--- src/rtl/main_control_fsm.sv ---
// Multi-cycle main control FSM for the 32-bit RISC core: sequences fetch/decode/execute/
// memory/write-back and drives the datapath strobes; branches resolve from ALU zero/neg.
module main_control_fsm #(
  parameter int STATE_W = 4
) (
  input  logic               clk,
  input  logic               rst_n,
  input  logic [5:0]         OpCode,
  input  logic               zero,
  input  logic               neg,
  input  logic               mem_ready,
  output logic               pc_write,
  output logic               ir_write,
  output logic               mem_read,
  output logic               mem_write,
  output logic               reg_write,
  output logic               wb_sel,
  output logic               alu_src_b,
  output logic [1:0]         pc_src,
  output logic               sp_inc,
  output logic               sp_dec,
  output logic               base_inc,
  output logic               illegal,
  output logic [STATE_W-1:0] state
);

  typedef enum logic [3:0] {
    FETCH, DECODE, EXEC_R, EXEC_I, WB_ALU, ADDR, MEM_RD, MEM_WR,
    WB_MEM, POI_INC, BRANCH, JUMP, CALL, RET, PUSH, POP
  } state_t;

  typedef struct packed {
    logic       pc_write;
    logic       ir_write;
    logic       mem_read;
    logic       mem_write;
    logic       reg_write;
    logic       wb_sel;
    logic       alu_src_b;
    logic [1:0] pc_src;
    logic       sp_inc;
    logic       sp_dec;
    logic       base_inc;
    logic       illegal;
  } ctl_t;

  state_t cur, nxt;
  ctl_t   ctl, ctl_o;
  logic   taken;

  always_ff @(posedge clk) begin
    if (!rst_n) cur <= FETCH;
    else        cur <= nxt;
  end

  always_comb begin
    case (OpCode)
      6'd8:    taken = !zero && !neg;
      6'd9:    taken = neg;
      6'd10:   taken = zero;
      6'd11:   taken = !zero;
      default: taken = 1'b0;
    endcase
  end

  always_comb begin
    nxt = cur;
    case (cur)
      FETCH:   if (mem_ready) nxt = DECODE;
      DECODE: begin
        if      (OpCode <= 6'd2)  nxt = EXEC_R;
        else if (OpCode <= 6'd4)  nxt = EXEC_I;
        else if (OpCode <= 6'd7)  nxt = ADDR;
        else if (OpCode <= 6'd11) nxt = BRANCH;
        else if (OpCode == 6'd12) nxt = JUMP;
        else if (OpCode == 6'd13) nxt = CALL;
        else if (OpCode == 6'd14) nxt = RET;
        else if (OpCode == 6'd15) nxt = PUSH;
        else if (OpCode == 6'd16) nxt = POP;
        else                      nxt = FETCH;
      end
      EXEC_R, EXEC_I: nxt = WB_ALU;
      ADDR:    nxt = (OpCode == 6'd7) ? MEM_WR : MEM_RD;
      MEM_RD:  if (mem_ready) nxt = WB_MEM;
      POP:     if (mem_ready) nxt = WB_MEM;
      MEM_WR, CALL, RET, PUSH: if (mem_ready) nxt = FETCH;
      WB_MEM:  nxt = (OpCode == 6'd6) ? POI_INC : FETCH;
      default: nxt = FETCH;
    endcase
  end

  // Architectural updates in wait states fire only on the completing cycle.
  always_comb begin
    ctl = '0;
    case (cur)
      FETCH: begin
        ctl.mem_read = 1'b1;
        ctl.ir_write = mem_ready;
        ctl.pc_write = mem_ready;
      end
      DECODE:  ctl.illegal   = (OpCode > 6'd16);
      EXEC_I:  ctl.alu_src_b = 1'b1;
      ADDR:    ctl.alu_src_b = 1'b1;
      WB_ALU:  ctl.reg_write = 1'b1;
      MEM_RD:  ctl.mem_read  = 1'b1;
      MEM_WR:  ctl.mem_write = 1'b1;
      WB_MEM: begin
        ctl.reg_write = 1'b1;
        ctl.wb_sel    = 1'b1;
      end
      POI_INC: ctl.base_inc = 1'b1;
      BRANCH: begin
        ctl.pc_src   = 2'b01;
        ctl.pc_write = taken;
      end
      JUMP: begin
        ctl.pc_src   = 2'b10;
        ctl.pc_write = 1'b1;
      end
      CALL: begin
        ctl.mem_write = 1'b1;
        ctl.pc_src    = 2'b10;
        ctl.pc_write  = mem_ready;
        ctl.sp_dec    = mem_ready;
      end
      RET: begin
        ctl.mem_read = 1'b1;
        ctl.pc_src   = 2'b11;
        ctl.pc_write = mem_ready;
        ctl.sp_inc   = mem_ready;
      end
      PUSH: begin
        ctl.mem_write = 1'b1;
        ctl.sp_dec    = mem_ready;
      end
      POP: begin
        ctl.mem_read = 1'b1;
        ctl.sp_inc   = mem_ready;
      end
      default: ctl = '0;
    endcase
  end

  // Reset gates every output so a mid-instruction reset leaves no partial write.
  assign ctl_o     = rst_n ? ctl : '0;
  assign pc_write  = ctl_o.pc_write;
  assign ir_write  = ctl_o.ir_write;
  assign mem_read  = ctl_o.mem_read;
  assign mem_write = ctl_o.mem_write;
  assign reg_write = ctl_o.reg_write;
  assign wb_sel    = ctl_o.wb_sel;
  assign alu_src_b = ctl_o.alu_src_b;
  assign pc_src    = ctl_o.pc_src;
  assign sp_inc    = ctl_o.sp_inc;
  assign sp_dec    = ctl_o.sp_dec;
  assign base_inc  = ctl_o.base_inc;
  assign illegal   = ctl_o.illegal;
  assign state     = rst_n ? STATE_W'(cur) : '0;

endmodule

--- config.mk ---
export PLATFORM = sky130hd
export DESIGN_NAME = main_control_fsm
export DESIGN_NICKNAME = d
export VERILOG_FILES = /design/src/rtl/main_control_fsm.sv
export SDC_FILE = /design/constraint.sdc
export NUM_CORES = 1
export LEC_CHECK = 0
export ABC_AREA = 1
export CELL_PAD_IN_SITES_DETAIL_PLACEMENT = 1
export CELL_PAD_IN_SITES_GLOBAL_PLACEMENT = 1
export CORE_UTILIZATION = 26
export DETAILED_ROUTE_END_ITERATION = 8
export GPL_TIMING_DRIVEN = 0
export HOLD_SLACK_MARGIN = 0.05
export PLACE_DENSITY_LB_ADDON = 0.25
export SYNTH_ARGS = -nofsm -noshare
export SYNTH_HDL_FRONTEND = slang
export SYNTH_SLANG_ARGS = --single-unit
export TNS_END_PERCENT = 30
--- constraint.sdc ---
create_clock -name clk -period 1.25 [get_ports clk]
set_input_delay 0.1875 -clock clk [delete_from_list [all_inputs] [get_ports clk]]
set_output_delay 0.1875 -clock clk [all_outputs]
set_load 0.02 [all_outputs]
==> results.md, run 1 <==
STA:
- The number of hold violations in the final report is 0.
- The slew of the pin with the lowest slew margin is roughly 260 ps.
- Based on the critical path, the design can be clocked at up to between 600 and 700 MHz.
- After layout, the worst setup slack is -315 ps.
- The worst setup skew after layout is between 1 and 1.5 ps.
- Setup repair after global routing could not meet its margin everywhere.
- The clock period minus final worst setup slack is 1560 ps.
- Setup violations remaining at the end of the flow were counted as 13.
- The max-slew violation count is 0.
- The worst slew margin relative to its limit is 0.825.
- The post-route clock period utilization is 1.25.
- The final sum of negative setup slack is -2140 ps.

Clock tree:
- The depth of the CTS H-tree is 1.
- The clock insertion delay at the later pin of the skew report is 230 ps.
- The root buffer cell chosen for the clock tree is clkbuf_4.
- The clock tree buffer depth is 2.
- Clock-pin slew was measured on the worst setup and hold paths at 40 ps.
- The number of clock sinks seen by CTS is 4.
- The clock tree from TritonCTS is yes.
- Buffers inserted during clock tree synthesis total 3.

Floorplanning:
- 28 I/O pins were placed.
- The floorplan step defined a core boundary enclosing roughly 2500 um^2.
- The die extent in x is ~53 um.
- The overall die height is around 53 um.
- The total number of placement rows is 18.
- For this configuration, the core starts out at a cell density of 0.275.
- The die footprint is 2830 um^2.

Setup path:
- The startpoint type of the worst setup path is a flop.
- The number of cells on the worst reg-to-reg path is 10.
- Along the worst path, the maximum fanout reaches 6.
- The endpoint of the lowest-slack register-to-register path is cur[2].
- The data required time at the worst endpoint is 1060 ps.
- Data on the critical path arrives at its endpoint at between 1000 and 1500 ps.
- Setup slack on the worst reg-to-reg path comes out at -10 ps.
- The nature of the critical path endpoint is an output port.
- The worst register-to-register path begins at cur[0].
- By startpoint and endpoint, the worst setup path is classified as flop to output port.

Drt:
- The via count normalized by instance count is around 4.8.
- The detailed-routed wire length on met3 is 82 um.
- In the final routing, the length of wire on met1 measures around 1100 um.
- Dividing the detail-routed wire length by the instance count gives approximately 12 um.
- The detail route stage leaves a number of antenna-violating nets equal to 0.
- The number of vias after detailed routing is a little over 900.
- In this run, the number of DRC markers left after iteration 0 of detailed routing was 19.
- The uppermost metal layer occupied by signal nets is met3.
- The residual DRC count is 0.
- The number of detailed-routing iterations run before antenna repair is 4.
- Detailed routing placed a total of roughly 1000 um of wire on met2.
- For this block, the routed nets add up to 2230 um of wire.

Power:
- The cell leakage power is approximately 0.53 nW.
- In this run the power density over the cells is 1100 nW/um^2.
- Of the total power, registers draw 0.208.
- The internal power of the cells totals slightly above 500 uW.
- The portion of total power attributed to combinational logic is 0.653.
- IR analysis of the VDD net gives a maximum drop of approximately 0.00082 V.
- The switching power of the nets is roughly 590 uW.
- After layout, the design draws a total of around 1.1 mW.
- The clock group share of total power is 0.140.
- The fraction of power spent switching nets is 0.535.

Finish:
- The post-layout utilization of the core is 0.408.
- In the final layout, the share of cells above drive strength 1 is 0.358.
- Ranked by flip-flop count, first place goes to cur.
- 0 antenna diodes ended up in the layout.
- The number of nets in the layout is approximately 180.
- The largest registers in the layout are cur x4.
- The register with the most flip-flops in the layout has 4 of them.
- The area growth from synthesis to final layout is 48.5%.

Logic synthesis:
- Yosys mapped the design onto 22 distinct sky130hd cell types.
- Among all cell types in the netlist, the one instantiated most often is nand2_1.
- In the synthesized netlist the dominant register cell turns out to be dfxtp_1.
- Sorting the synthesized cells by how often they occur yields 44 x nand2_1, 17 x inv_1, 10 x nand3_1, 10 x nor2_1, 8 x a21oi_1.
- After synthesis, the cell types taking the most area are nand2_1 24%, dfxtp_1 12%, inv_1 9.4%.
- Of the post-synthesis cell area, the dominant cell type holds 0.243.
- For this run, asynchronously set or reset flops after synthesis account for 0.
- The number of enable-type register cells in the synthesized netlist is 0.
- The average cell area after synthesis is around 5.2 um^2.
- The sequential share of the synthesized area is 0.118.
- The total of warnings raised by yosys is 0.
- The number of storage elements in the synthesis netlist is 4.
- The cell type with the highest aggregate area in the netlist is nand2_1.
- The cell area after synthesis is slightly below 700 um^2.
- Counting every net in the synthesized netlist gives 143.
- Counting every instance in the synthesized netlist gives approximately 130.

Min path:
- The hold path depth is 3.
- In this run the worst hold path is classified as input pin to flop.
- The sink of the worst hold path is cur[1].
- The worst hold path begins at rst_n.

GRT:
- The via count of the first global-routing pass is 844.
- The first global-routing pass estimated ~3600 um of wire.
- The pin count of the biggest net entering global routing is 11.
- The global-route total usage across every layer is 0.170.
- For this run the aggregate overflow at the end of global routing stands at 0.
- The initial antenna violation count is 0.

Job:
- The total of max-cap violations is 0.

Placed design:
- The HPWL after detailed placement is approximately 1800 um.
- The count of buffers added on input and output ports is 26.
- Timing analysis after detailed placement gives a worst setup slack of -1030 ps.
- The final weighted congestion in routability-driven placement is 0.826.

Outcome:
- The run finished, with violations left.
- The checks that failed: negative setup slack.
==> kinds of logic (layout without fill, tap and decap cells) <==
group	Yosys count	in the layout	synth area share
flops	4	4	0.118
compound gates	15	15	0.129
simple gates	88	88	0.614
buf+inv	25	55	0.140
==> cell usage in the layout, fill, tap and decap left out <==
cell type	synthesis	final
a21oi_4	0	1
nand3_1	10	10
clkdlybuf4s50_1	0	2
clkbuf_2	0	4
dfxtp_2	0	1
nand2_1	44	42
nor4_4	0	1
nor3_2	1	3
nand3_2	2	2
nor2_4	1	3
nor2_2	5	4
nand4_1	4	4
dfxtp_4	0	3
inv_4	0	2
buf_4	0	9
a22oi_1	1	1
o21ai_0	2	1
a31oi_1	2	2
nand2_2	4	6
nor2_1	10	9
inv_2	6	7
o21ai_1	1	2
a21oi_1	8	6
clkbuf_4	0	3
a21oi_2	0	1
buf_6	0	1
o211ai_2	1	1
buf_2	1	6
inv_1	17	14
nor3_1	6	4
dlygate4sd2_1	0	7
==> critical path, stage by stage (launching register included) <==
cell	delay, ps
dfxtp_4	390
inv_4	70
nor2_4	90
nand3_2	110
nor4_4	150
nand2_2	90
a21oi_4	120
buf_6	130
==> per-stage QoR <==
step,hold WS (ps),area (um^2),cells
3_5_place_dp,503,990,188
4_1_cts,254,997,192
3_3_place_gp,509,990,188
6_report,254,1010,192
2_1_floorplan,437,692,132
5_1_grt,284,1010,192
==> routing by layer <==
metal | vias to the layer above | track usage
li1 | 485 | -
met1 | 408 | 0.246
met2 | 22 | 0.274
met3 | 0 | 0.00862
met4 | 0 | 0.0351
met5 | - | 0
==> layout make-up <==
cell class / count / area, um^2
flip-flops and latches: 4 / 92.6
repair buffers: 27 / 200
clock buffers: 3 / 22.5
fillers: 353 / 1470
well taps: 30 / 37.5
plain buffers: 2 / 10.0
multi-input cells: 103 / 557
inverters: 23 / 91.3
==> worst max path at each step <==
stage | startpoint | endpoint | slack [ps] | depth (start not counted)
4_1_cts | cur[1] | pc_write | -350 | 7
3_5_place_dp | OpCode[0] | pc_write | -1030 | 9
2_1_floorplan | rst_n | ir_write | -80 | 4
3_3_place_gp | OpCode[4] | pc_write | -1000 | 7
6_report | cur[1] | pc_write | -310 | 7
5_1_grt | cur[1] | pc_write | -420 | 7
==> repair_timing <==
item                                    CTS  global route
cloned                                    0             0
hold buffers                              0             0
pin swaps                                 3             1
setup buffers                             1             0
resized for setup                       100            13
endpoints found under the setup margin   21            19
hold endpoints to repair                  0             0
==> power groups by stage <==
stage | combinational, mW | sequential (mW) | clock (mW)
6_report | 0.724 | 0.230 | 0.155
5_1_grt | 0.811 | 0.236 | 0.180
4_1_cts | 0.728 | 0.230 | 0.163
3_5_place_dp | 0.739 | 0.212 | 0
3_3_place_gp | 0.720 | 0.207 | 0
2_1_floorplan | 0.495 | 0.196 | 0
No activity file was read; power rests on OpenSTA's default activity.
==> run 2: changes to the inputs <==
ABC_AREA = unset   (was 1)
CORE_UTILIZATION = 29   (was 26)
==> results.md, run 2 <==
Outcome:
- The flow ran to the end, but the final reports show violations.
- The final reports fail on negative setup slack.

STA:
- The tightest hold path in the finished design has a slack of 528 ps.
- The slew of the pin with the lowest slew margin is between 400 and 500 ps.
- Headroom to the max-slew limit came out at 0.717.
- Timing would allow up to around 580 MHz.
- Once routing completed, OpenROAD measured the worst setup slack at -487 ps.
- Setup repair after global routing could not meet its margin everywhere.
- The post-route clock period utilization is 1.39.
- The worst setup skew after layout is around 5.4 ps.
- The number of hold violations in the final report is 0.
- The clock period minus final worst setup slack is roughly 1700 ps.
- The final sum of negative setup slack is -4980 ps.
- The final number of setup-violating endpoints is 20.
- The max-slew violation count was 0.

Setup path:
- The most critical setup path has its startpoint at cur[3].
- The critical path is of the flop to output port type.
- Data arrives at the worst endpoint at ~1600 ps.
- Counting cells, the worst reg-to-reg path comes to 5.
- The critical path capture point is pc_write.
- The flop-to-flop setup slack is -300 ps.
- The top fanout value on the critical path is 10.
- The startpoint type of the worst setup path is a flop.
- The launching point of the worst reg2reg path is cur[1].
- The endpoint of the lowest-slack register-to-register path is cur[2].
- The data required time at the worst endpoint is between 1000 and 1500 ps.
- The worst setup path is captured at an output port.

GRT:
- For this run, the total global-route usage over all layers was measured as 0.233.
- The via count of the first global-routing pass came to approximately 1,000.
- The first global-routing pass estimated 4690 um of wire.
- The total overflow left after global routing is 0.
- The initial antenna violation count was 0.
- Entering global routing, the biggest net connects 11 pins.

Power:
- Of the total power, the share spent switching nets is 0.395.
- The clock group share of total power is 0.233.
- In this run the static leakage power is ~0.63 nW.
- The peak ir drop on the vdd network is 0.000490 V.
- For this design the total switching power over the nets is roughly 280 uW.
- Dividing total power by cell area gives a power density of roughly 480 nW/um^2.
- The overall power is approximately 710 uW.
- The register share of total power is 0.206.
- The internal portion of the total power is 430 uW.
- The portion of total power attributed to combinational logic is 0.561.

Placed design:
- The post-placement cell area is approximately 1200 um^2.
- The final weighted congestion in routability-driven placement is ~0.76.
- The count of buffers from port buffering is 27.
- The post-detailed-placement half-perimeter wirelength is around 1900 um.

Logic synthesis:
- The proportion of netlist area held by the largest area contributor is 0.111.
- After synthesis, the most frequently instantiated cells are 17 x nor2_1, 14 x nand2_1, 6 x buf_2, 5 x a21oi_1.
- The mapped netlist covers about 720 um^2.
- After synthesis, the share of flip-flops with an asynchronous set or reset is 0.
- Counting flops with a built-in enable in the synthesized netlist gives 0.
- Yosys attributes the largest share of cell area to dfxtp_1 11%, nor2_1 8.8%, nand2_1 7.3%.
- The most used flip-flop cell after synthesis is dfxtp_1.
- The distinct cell type count after synthesis is 45.
- The gate count of the mapped netlist is between 100 and 150.
- Summed over all instances, the cell type with the most area after synthesis is dfxtp_1.
- The total of warnings raised by yosys is 0.
- nor2_1 is the most common cell in the netlist.
- The average cell area after synthesis is 6.62 um^2.
- The number of storage elements in the synthesis netlist is 4.
- When the netlist entered floorplanning its net count stood at 120.
- The sequential share of the synthesized area is 0.111.

Drt:
- Signal routing reaches up to met4.
- The per-cell routed wire length is 20.8 um.
- The residual DRC count is 0.
- The detailed-routed wire length on met3 is 126 um.
- The wire length on met1 is between 1500 and 2000 um.
- The final route contains around 1,100 vias.
- The DRC marker count from the first detailed-route iteration is 16.
- The sum of met2 wire segment lengths after detailed routing is 1940 um.
- After detailed routing, the number of vias per cell comes to 5.85.
- The total wire length after detailed routing is ~3900 um.
- The number of detailed-routing iterations run before antenna repair is 4.
- The number of antenna-violating nets in the routed design is 0.

Finish:
- 0 antenna diodes ended up in the layout.
- The flip-flop count of the largest register after layout is 4.
- In the final layout, the share of cells above drive strength 1 is 0.551.
- The register containing the most flip-flops in the final layout is cur.
- The net count of the finished layout is between 150 and 200.
- Relative to the synthesized area, the layout overhead comes to 104%.
- The total of fill cells in the finished design is 270.
- The library cells used most frequently in the layout, excluding fill and tap cells, are 25 x buf_4, 13 x buf_6, 12 x nor2_1.
- After routing the design area is around 1500 um^2.
- For this run, the share of the core covered by cells in the final layout is 0.647.
- The most common cell after layout, fill and taps aside is buf_4.
- In the final layout, the registers with the most flip-flops are cur x4.

Job:
- The total of max-cap violations is 0.

Floorplanning:
- From bottom edge to top edge, the die measures just over 50 um.
- The standard cell core area is about 2300 um^2.
- The die extent in x is about 52 um.
- The number of top-level pins is 28.
- The effective utilization at floorplan is 0.317.
- After floorplanning, the core was divided into 17 placement rows.
- The die covers approximately 2700 um^2.

Clock tree:
- The number of clock sinks seen by CTS is 4.
- In this run the number of H-tree levels came out at 1.
- The clock tree buffer depth is 2.
- The clock tree from TritonCTS is yes.
- Clock tree synthesis inserted a total of 3 buffers.
- The buffer type at the clock tree root is clkbuf_4.
- Clock-pin slew was measured on the worst setup and hold paths at about 40 ps.
- The number of hold buffers added after CTS was 0.
- The clock insertion delay at the later pin of the skew report is 240 ps.

Min path:
- The path type of the worst min-delay path is input pin to flop.
[run 2: changes by cell type after synthesis, sizes merged, moves of 4 or more]
cell,delta
nand2,-34
inv,-20
nand3,-8
buf,+6
nand2b,+5
nor3,-4
[run 2: layout make-up]
class | instances | area [um^2] | share of cell area
multi-input combinational | 93 | 776 | 0.527
timing repair buffer | 47 | 417 | 0.283
buffer | 8 | 118 | 0.0799
sequential | 4 | 88.8 | 0.0603
tap | 28 | 35.0 | 0.0238
clock buffer | 3 | 22.5 | 0.0153
inverter | 3 | 16.3 | 0.0110
[run 2: stage by stage]
step	setup slack, ps	std cells
3_3_place_gp	-1080	164
3_5_place_dp	-1130	164
2_1_floorplan	-108	109
5_1_grt	-486	186
4_1_cts	-406	181
6_report	-487	186
[run 2: logic make-up after synthesis]
kind of cell,synth area share
AOI/OAI and AO/OA,0.286
xor gates and xnor gates,0.0243
buffers and inverters,0.0728
DFF,0.111
muxes,0.0572
and+or+nand+nor,0.449
[run 2: power by group through the flow]
| stage | Sequential, mW | Clock (mW) | Combinational (mW) |
|---|---|---|---|
| detailed placement | 0.140 | 0 | 0.286 |
| CTS | 0.136 | 0.158 | 0.334 |
| global placement | 0.140 | 0 | 0.280 |
| floorplan | 0.139 | 0 | 0.180 |
| global route | 0.147 | 0.174 | 0.420 |
| finish | 0.146 | 0.166 | 0.399 |
[run 2: metal layers]
metal	vias to the layer above	track usage
li1	497	-
met1	539	0.264
met2	39	0.449
met3	14	0.0175
met4	0	0.0721
met5	-	0
[run 2: worst min path at each step]
stage	end	cells after the start	slack, ps	from
floorplan	cur[0]	2	390	mem_ready
global placement	cur[2]	2	610	cur[1]
detailed placement	cur[2]	2	630	cur[1]
CTS	cur[1]	3	520	rst_n
global route	cur[1]	3	560	rst_n
finish	cur[0]	3	530	rst_n
[run 2: timing repair]
item | in CTS | in global routing
setup endpoints to repair | 21 | 21
cloned | 0 | 1
resized for setup | 124 | 19
endpoints found under the hold margin | 0 | 0
buffers inserted | 14 | 5
pin swaps | 11 | 8
[run 2: critical path, cell delays in order (launching register included)]
cell	delay, ps
dfxtp_1	300
buf_6	150
nor2_1	320
nand3_1	190
a31oi_4	210
buf_6	140
